[src/rtl/alu_uart_pkg.sv]
// Shared definitions for the UART-attached ALU host: widths, oversample ratio, FSM states, opcodes.
package alu_uart_pkg;
  localparam int SIZEDATA_DEF = 8;
  localparam int SIZEOP_DEF   = 6;
  localparam int OVERSAMPLE   = 16;

  typedef enum logic [2:0] {
    ST_IDLE,
    ST_SEND_A,
    ST_SEND_B,
    ST_SEND_OP,
    ST_WAIT_RES
  } host_state_t;

  localparam logic [SIZEOP_DEF-1:0] OP_ADD = 6'h20;
  localparam logic [SIZEOP_DEF-1:0] OP_SUB = 6'h22;
  localparam logic [SIZEOP_DEF-1:0] OP_AND = 6'h24;
  localparam logic [SIZEOP_DEF-1:0] OP_OR  = 6'h25;
  localparam logic [SIZEOP_DEF-1:0] OP_XOR = 6'h26;
  localparam logic [SIZEOP_DEF-1:0] OP_SRA = 6'h03;
  localparam logic [SIZEOP_DEF-1:0] OP_SRL = 6'h02;
  localparam logic [SIZEOP_DEF-1:0] OP_NOR = 6'h27;
endpackage

[src/rtl/uart_tick_gen.sv]
// Free-running mod-TICK_DIV divider; tick is a registered 1-cycle enable every TICK_DIV clocks.
module uart_tick_gen #(
  parameter int TICK_DIV = 163
) (
  input  logic clk,
  input  logic rst_n,
  output logic tick
);
  localparam int CW = (TICK_DIV > 1) ? $clog2(TICK_DIV) : 1;

  logic [CW-1:0] cnt;

  always_ff @(posedge clk or negedge rst_n) begin
    if (!rst_n) begin
      cnt  <= '0;
      tick <= 1'b0;
    end else if (cnt == CW'(TICK_DIV - 1)) begin
      cnt  <= '0;
      tick <= 1'b1;
    end else begin
      cnt  <= cnt + 1'b1;
      tick <= 1'b0;
    end
  end
endmodule

[src/rtl/alu_uart_host.sv]
// Host initiator: sends A, B, opcode as 8N1 frames, then receives one result frame or times out.
module alu_uart_host
  import alu_uart_pkg::*;
#(
  parameter int SIZEDATA      = SIZEDATA_DEF,
  parameter int SIZEOP        = SIZEOP_DEF,
  parameter int TICK_DIV      = 163,
  parameter int TIMEOUT_TICKS = 4096
) (
  input  logic                i_clock,
  input  logic                i_reset,
  input  logic                i_start,
  input  logic [SIZEDATA-1:0] i_datoa,
  input  logic [SIZEDATA-1:0] i_datob,
  input  logic [SIZEOP-1:0]   i_opcode,
  input  logic                i_rx,
  output logic                o_tx,
  output logic                o_busy,
  output logic [SIZEDATA-1:0] o_result,
  output logic                o_valid,
  output logic                o_timeout,
  output logic                o_frame_err
);
  localparam int TOW = $clog2(TIMEOUT_TICKS + 1);
  localparam logic [3:0] SUB_LAST   = 4'(OVERSAMPLE - 1);
  localparam logic [3:0] START_CHK  = 4'(OVERSAMPLE / 2 - 2);
  localparam logic [3:0] TX_STOP    = 4'(SIZEDATA + 1);
  localparam logic [3:0] RX_STOP    = 4'(SIZEDATA);

  host_state_t state, state_nxt;
  logic tick;

  logic [SIZEDATA-1:0] reg_a, reg_b, reg_op;
  logic [SIZEDATA:0]   tx_frame;
  logic                tx_run;
  logic [3:0]          tx_bit, tx_sub;
  logic                frame_end;

  logic                rx_s1, rx_s2, rx_d;
  logic                rx_armed, rx_chk, rx_conf;
  logic [3:0]          rx_sub, rx_bit;
  logic [SIZEDATA-1:0] rx_byte;
  logic                rx_done;

  logic [TOW-1:0]      to_cnt;
  logic                to_hit;

  uart_tick_gen #(.TICK_DIV(TICK_DIV)) u_tick (
    .clk   (i_clock),
    .rst_n (i_reset),
    .tick  (tick)
  );

  assign frame_end = tick && tx_run && (tx_sub == SUB_LAST) && (tx_bit == TX_STOP);
  assign rx_done   = tick && rx_conf && (rx_sub == SUB_LAST) && (rx_bit == RX_STOP);
  assign to_hit    = tick && (state == ST_WAIT_RES) && !rx_conf && (to_cnt == TOW'(TIMEOUT_TICKS - 1));
  assign o_busy    = (state != ST_IDLE);

  always_comb begin
    state_nxt = state;
    case (state)
      ST_IDLE:     if (i_start) state_nxt = ST_SEND_A;
      ST_SEND_A:   if (frame_end) state_nxt = ST_SEND_B;
      ST_SEND_B:   if (frame_end) state_nxt = ST_SEND_OP;
      ST_SEND_OP:  if (frame_end) state_nxt = ST_WAIT_RES;
      ST_WAIT_RES: if (rx_done || to_hit) state_nxt = ST_IDLE;
      default:     state_nxt = ST_IDLE;
    endcase
  end

  always_ff @(posedge i_clock or negedge i_reset) begin
    if (!i_reset) state <= ST_IDLE;
    else          state <= state_nxt;
  end

  // Transmit: frames chain directly on the tick that ends the previous stop bit.
  always_ff @(posedge i_clock or negedge i_reset) begin
    if (!i_reset) begin
      o_tx     <= 1'b1;
      tx_run   <= 1'b0;
      tx_frame <= '1;
      tx_bit   <= '0;
      tx_sub   <= '0;
      reg_a    <= '0;
      reg_b    <= '0;
      reg_op   <= '0;
    end else if (state == ST_IDLE) begin
      o_tx   <= 1'b1;
      tx_run <= 1'b0;
      if (i_start) begin
        reg_a  <= i_datoa;
        reg_b  <= i_datob;
        reg_op <= SIZEDATA'(i_opcode);
      end
    end else if (state != ST_WAIT_RES && tick) begin
      if (!tx_run) begin
        tx_run   <= 1'b1;
        tx_frame <= {1'b1, reg_a};
        o_tx     <= 1'b0;
        tx_bit   <= '0;
        tx_sub   <= '0;
      end else if (tx_sub != SUB_LAST) begin
        tx_sub <= tx_sub + 1'b1;
      end else begin
        tx_sub <= '0;
        if (tx_bit != TX_STOP) begin
          tx_bit   <= tx_bit + 1'b1;
          o_tx     <= tx_frame[0];
          tx_frame <= {1'b1, tx_frame[SIZEDATA:1]};
        end else if (state == ST_SEND_OP) begin
          tx_run <= 1'b0;
          o_tx   <= 1'b1;
        end else begin
          tx_bit   <= '0;
          tx_frame <= {1'b1, (state == ST_SEND_A) ? reg_b : reg_op};
          o_tx     <= 1'b0;
        end
      end
    end
  end

  // Receive: armed from the opcode stop bit; a start must still be low 7 ticks after the edge.
  always_ff @(posedge i_clock or negedge i_reset) begin
    if (!i_reset) begin
      rx_s1    <= 1'b1;
      rx_s2    <= 1'b1;
      rx_d     <= 1'b1;
      rx_armed <= 1'b0;
      rx_chk   <= 1'b0;
      rx_conf  <= 1'b0;
      rx_sub   <= '0;
      rx_bit   <= '0;
      rx_byte  <= '0;
    end else begin
      rx_s1 <= i_rx;
      rx_s2 <= rx_s1;
      rx_d  <= rx_s2;
      if (state == ST_IDLE || rx_done || to_hit) rx_armed <= 1'b0;
      else if (state == ST_SEND_OP && tick && tx_run && tx_sub == SUB_LAST && tx_bit == RX_STOP)
        rx_armed <= 1'b1;

      if (!rx_armed || state == ST_IDLE) begin
        rx_chk  <= 1'b0;
        rx_conf <= 1'b0;
      end else if (!rx_chk && !rx_conf) begin
        if (rx_d && !rx_s2) begin
          rx_chk <= 1'b1;
          rx_sub <= '0;
        end
      end else if (tick) begin
        if (rx_chk) begin
          if (rx_sub == START_CHK) begin
            rx_chk  <= 1'b0;
            rx_conf <= !rx_s2;
            rx_sub  <= '0;
            rx_bit  <= '0;
          end else begin
            rx_sub <= rx_sub + 1'b1;
          end
        end else if (rx_sub == SUB_LAST) begin
          rx_sub <= '0;
          if (rx_bit != RX_STOP) begin
            rx_byte <= {rx_s2, rx_byte[SIZEDATA-1:1]};
            rx_bit  <= rx_bit + 1'b1;
          end
        end else begin
          rx_sub <= rx_sub + 1'b1;
        end
      end
    end
  end

  always_ff @(posedge i_clock or negedge i_reset) begin
    if (!i_reset) begin
      to_cnt      <= '0;
      o_result    <= '0;
      o_valid     <= 1'b0;
      o_timeout   <= 1'b0;
      o_frame_err <= 1'b0;
    end else begin
      o_valid     <= 1'b0;
      o_timeout   <= 1'b0;
      o_frame_err <= 1'b0;
      if (state != ST_WAIT_RES)     to_cnt <= '0;
      else if (tick && !rx_conf)    to_cnt <= to_cnt + 1'b1;
      if (state == ST_WAIT_RES) begin
        if (rx_done) begin
          if (rx_s2) begin
            o_result <= rx_byte;
            o_valid  <= 1'b1;
          end else begin
            o_frame_err <= 1'b1;
          end
        end else if (to_hit) begin
          o_timeout <= 1'b1;
        end
      end
    end
  end
endmodule

[config.mk]
export PLATFORM = sky130hd
export DESIGN_NAME = alu_uart_host
export DESIGN_NICKNAME = d
export VERILOG_FILES = /design/src/rtl/alu_uart_pkg.sv /design/src/rtl/uart_tick_gen.sv /design/src/rtl/alu_uart_host.sv
export SDC_FILE = /design/constraint.sdc
export NUM_CORES = 1
export LEC_CHECK = 0
export ABC_AREA = 1
export CAP_MARGIN = 20
export CORE_MARGIN = 10
export CORE_UTILIZATION = 35
export CTS_BUF_LIST = sky130_fd_sc_hd__clkbuf_4 sky130_fd_sc_hd__clkbuf_8
export CTS_CLUSTER_DIAMETER = 80
export DETAILED_ROUTE_END_ITERATION = 6
export PLACE_DENSITY_LB_ADDON = 0.3
export SLEW_MARGIN = 10
export SYNTH_ARGS = -nofsm -noshare
export SYNTH_HDL_FRONTEND = slang
export SYNTH_SLANG_ARGS = --single-unit
[constraint.sdc]
create_clock -name i_clock -period 5.03 [get_ports i_clock]
set_clock_uncertainty 0.2 [all_clocks]
set_input_delay 1.006 -clock i_clock [delete_from_list [all_inputs] [get_ports i_clock]]
set_output_delay 1.006 -clock i_clock [all_outputs]
set_load 0.05 [all_outputs]
==> out/qor.yml <==
synth_top_area_share_pct: 45.1
cts_sinks: 98
cts_setup_buffers: 0
worstSetupPathType: "reg2out"
path_cells: "inv_2, nand2_4, clkdlybuf4s50_1"
crit_slowest_cell: "clkdlybuf4s50_1"
insertion_delay_ns: 0.36
hold_end: "rx_s2$_DFF_PN1_"
nFillCells: 1324
hold_class: "reg2reg"
fmax_mhz: 317
drv_slew: 0
fin_crit_ns: 3.15
wl_per_cell_um: 12.4
combPwrFrac_pct: 2.8
clockPowerShare_pct: 36.4
synth_warnings: 0
syn2layout_area_growth_pct: 14.9
avgViaCountPerCell: 4.63
finalWirelength_um: 9190
cts_root_buffer: "clkbuf_8"
vdd_drop_max_mv: 0.114
max_cap_viol_count: 0
h-tree-depth: 3
drtIter0Drc: 184
first_pass_iters: 4
relSlewSlack_pct: 43.6
r2r_setup_slack_ns: 3.08
outcome: "complete, no violations"
routabilityCongestion: 0.804
fin_setup_tns_ns: 0
setup_viol: 0
crit_path_max_fanout: 7
utilization_pct: 41.3
ys_ff_latch: 98
postSynthCellCount: 522
reg2reg_depth: 8
rr_startpoint: "rx_sub[0]$_DFFE_PN0P_"
clock_path_buffers: 2
yosys.area.top_type: "dfrtp_1"
synth_area_leaders: "dfrtp_1 45%, nand2_1 9.2%, dfstp_2 6.6%, nor2_1 4.6%, inv_1 4.2%"
layout.nets: 597
track_usage_pct: 10.5
rsz0062_at_grt: "no"
yosysMostFrequentCell: "nand2_1"
worst_pin_slew_ns: 0.846
cp.arrival_ns: 1.95
ios: 39
diodes: 0
powerDensity_nw_per_um2: 237
yosys-top-cells-count: "117 x nand2_1, 86 x dfrtp_1, 59 x nor2_1, 53 x inv_1, 37 x nand3_1"
slowest_delay_ns: 0.82
core-area_um2: 13300
sequentialPowerShare_pct: 60.8
synth_edf_count: 0
cp.required_ns: 3.82
dp_hpwl_um: 6660
p_switching_uw: 278
antenna_found_initial: 0
die-area_um2: 18700
sw_frac_of_total_pct: 21.4
syn-cell-area_um2: 4780
rows: 42
holdWs_ns: 0.158
finalHoldViolCount: 0
ys_seq_area_share_pct: 51.7
rr_endpoint: "rx_bit[2]$_DFFE_PN0P_"
start_util_pct: 35.9
drive_gt1_share_pct: 15.9
synth_top_flop_cell: "dfrtp_1"
hold-path-cell-count: 0
ctsHoldBuffers: 0
die_h_um: 137
synth_cell_type_count: 41
io_buffers: 38
critical_path.startpoint_type: "register"
async_reset_ff_share_pct: 100
cts_tree: "built"
endpoint_kind: "primary output"
grt_overflow_total: 0
grt_max_degree: 69
hp-start: "rx_s1$_DFF_PN1_"
power.leakage_uw: 0.00257
syn_area_per_cell_um2: 9.15
vias: 3441
drc: 0
clk_pin_slew_worst_paths_ns: 0.08
syn_nets: 556
post_cts_resized: 0
grt_pass1_wl_um: 16200
p_int_uw: 1020
min_period_over_period_pct: 62.7
ant_nets: 0
dieWidth_um: 137
cts_buffers: 9
grt_pass1_vias: 3470
==> stage by stage <==
stage                     instance area [um^2]  instances  power, uW  worst slack, ns
final                                     5490        743       1300             1.88
after global routing                      5490        743       1360             1.81
after CTS                                 5490        743       1320             1.85
after detailed placement                  5310        728        844             2.25
after global placement                    5310        728        843             2.28
after floorplan                           4780        522        807             3.01
==> power by group through the flow <==
stage	clock network (uW)	logic (uW)	registers [uW]
after global placement	0	37.5	806
after CTS	492	37.7	791
after global routing	527	40.9	791
after floorplan	0	0.785	806
after detailed placement	0	37.8	806
final	473	36.1	791
==> registers in the layout (all words and copies together), names as in the netlist, 6 cells and up <==
name,cells
to_cnt,13
o_result,8
reg_a,8
reg_b,8
rx_byte,8
tx_frame,8
u_tick.cnt,8
reg_op,6
==> logic make-up (layout without fill, tap and decap cells) <==
kind of cell / Yosys count / after routing / share of synthesized area (%)
buffers and inverters: 70 / 115 / 6.42
xor gates and xnor gates: 11 / 11 / 2.02
muxes: 11 / 11 / 3.14
AOI/OAI and AO/OA: 76 / 76 / 10.1
and+or+nand+nor: 248 / 248 / 24.6
DFF: 98 / 98 / 51.7
adders and majority gates: 8 / 8 / 2.10
==> placed cells by master (no fill, tap or decap), types with 2 or more instances in the layout <==
| master | netlist | routed |
|---|---|---|
| a211oi_1 | 2 | 2 |
| nor2_1 | 59 | 59 |
| a21oi_2 | 10 | 10 |
| dfrtp_1 | 86 | 86 |
| ha_1 | 8 | 8 |
| xor2_1 | 6 | 6 |
| clkdlybuf4s50_1 | 0 | 37 |
| nand3_1 | 37 | 37 |
| nor2_4 | 2 | 2 |
| buf_4 | 0 | 2 |
| mux2_2 | 4 | 4 |
| a21oi_1 | 18 | 18 |
| clkbuf_8 | 0 | 11 |
| mux2_4 | 7 | 7 |
| nand2_2 | 6 | 6 |
| dfstp_2 | 12 | 12 |
| xnor2_1 | 5 | 5 |
| nor2_8 | 3 | 3 |
| o211ai_1 | 7 | 7 |
| inv_1 | 53 | 53 |
| nand3_2 | 2 | 2 |
| o21ai_1 | 5 | 5 |
| nand4_1 | 5 | 5 |
| inv_2 | 7 | 7 |
| nor4_1 | 2 | 2 |
| nor3_1 | 3 | 3 |
| clkbuf_4 | 0 | 2 |
| nand2_1 | 117 | 117 |
| o21ai_0 | 23 | 23 |
| nand2_4 | 5 | 5 |
| o21ai_2 | 8 | 8 |
==> per-layer routing <==
| metal | routed length (um) | track usage (%) | share of wire [%] |
|---|---|---|---|
| met1 | 4340 | 13.3 | 47 |
| met2 | 4460 | 17.0 | 49 |
| met5 | 0 | 0 | 0 |
| met3 | 282 | 2.79 | 3.1 |
| met4 | 109 | 3.75 | 1.2 |
==> area by class of cell <==
cell class                 count  area [um^2]  share of cell area [%]
timing repair buffer          39          385                    7.03
tap                          176          220                    4.01
sequential                    98         2470                    45.0
multi-input combinational    354         2000                    36.5
clock inverter                 2         12.5                   0.228
clock buffer                  13          166                    3.03
inverter                      61          231                    4.22
==> critical path: cells and delay by family (launching register included) <==
kind,cells,cell delay [ns]
AND/OR/NAND/NOR,1,0.13
buffers and inverters,2,0.92
flip-flops,1,0.54
==> worst max-delay path by stage <==
stage	endpoint	start
2_1_floorplan	o_busy	state[0]$_DFFE_PN0P_
3_3_place_gp	o_busy	state[2]$_DFFE_PN0P_
3_5_place_dp	o_busy	state[2]$_DFFE_PN0P_
4_1_cts	o_busy	state[2]$_DFFE_PN0P_
5_1_grt	o_busy	state[2]$_DFFE_PN0P_
6_report	o_busy	state[2]$_DFFE_PN0P_
No activity file was read; power rests on OpenSTA's default activity.
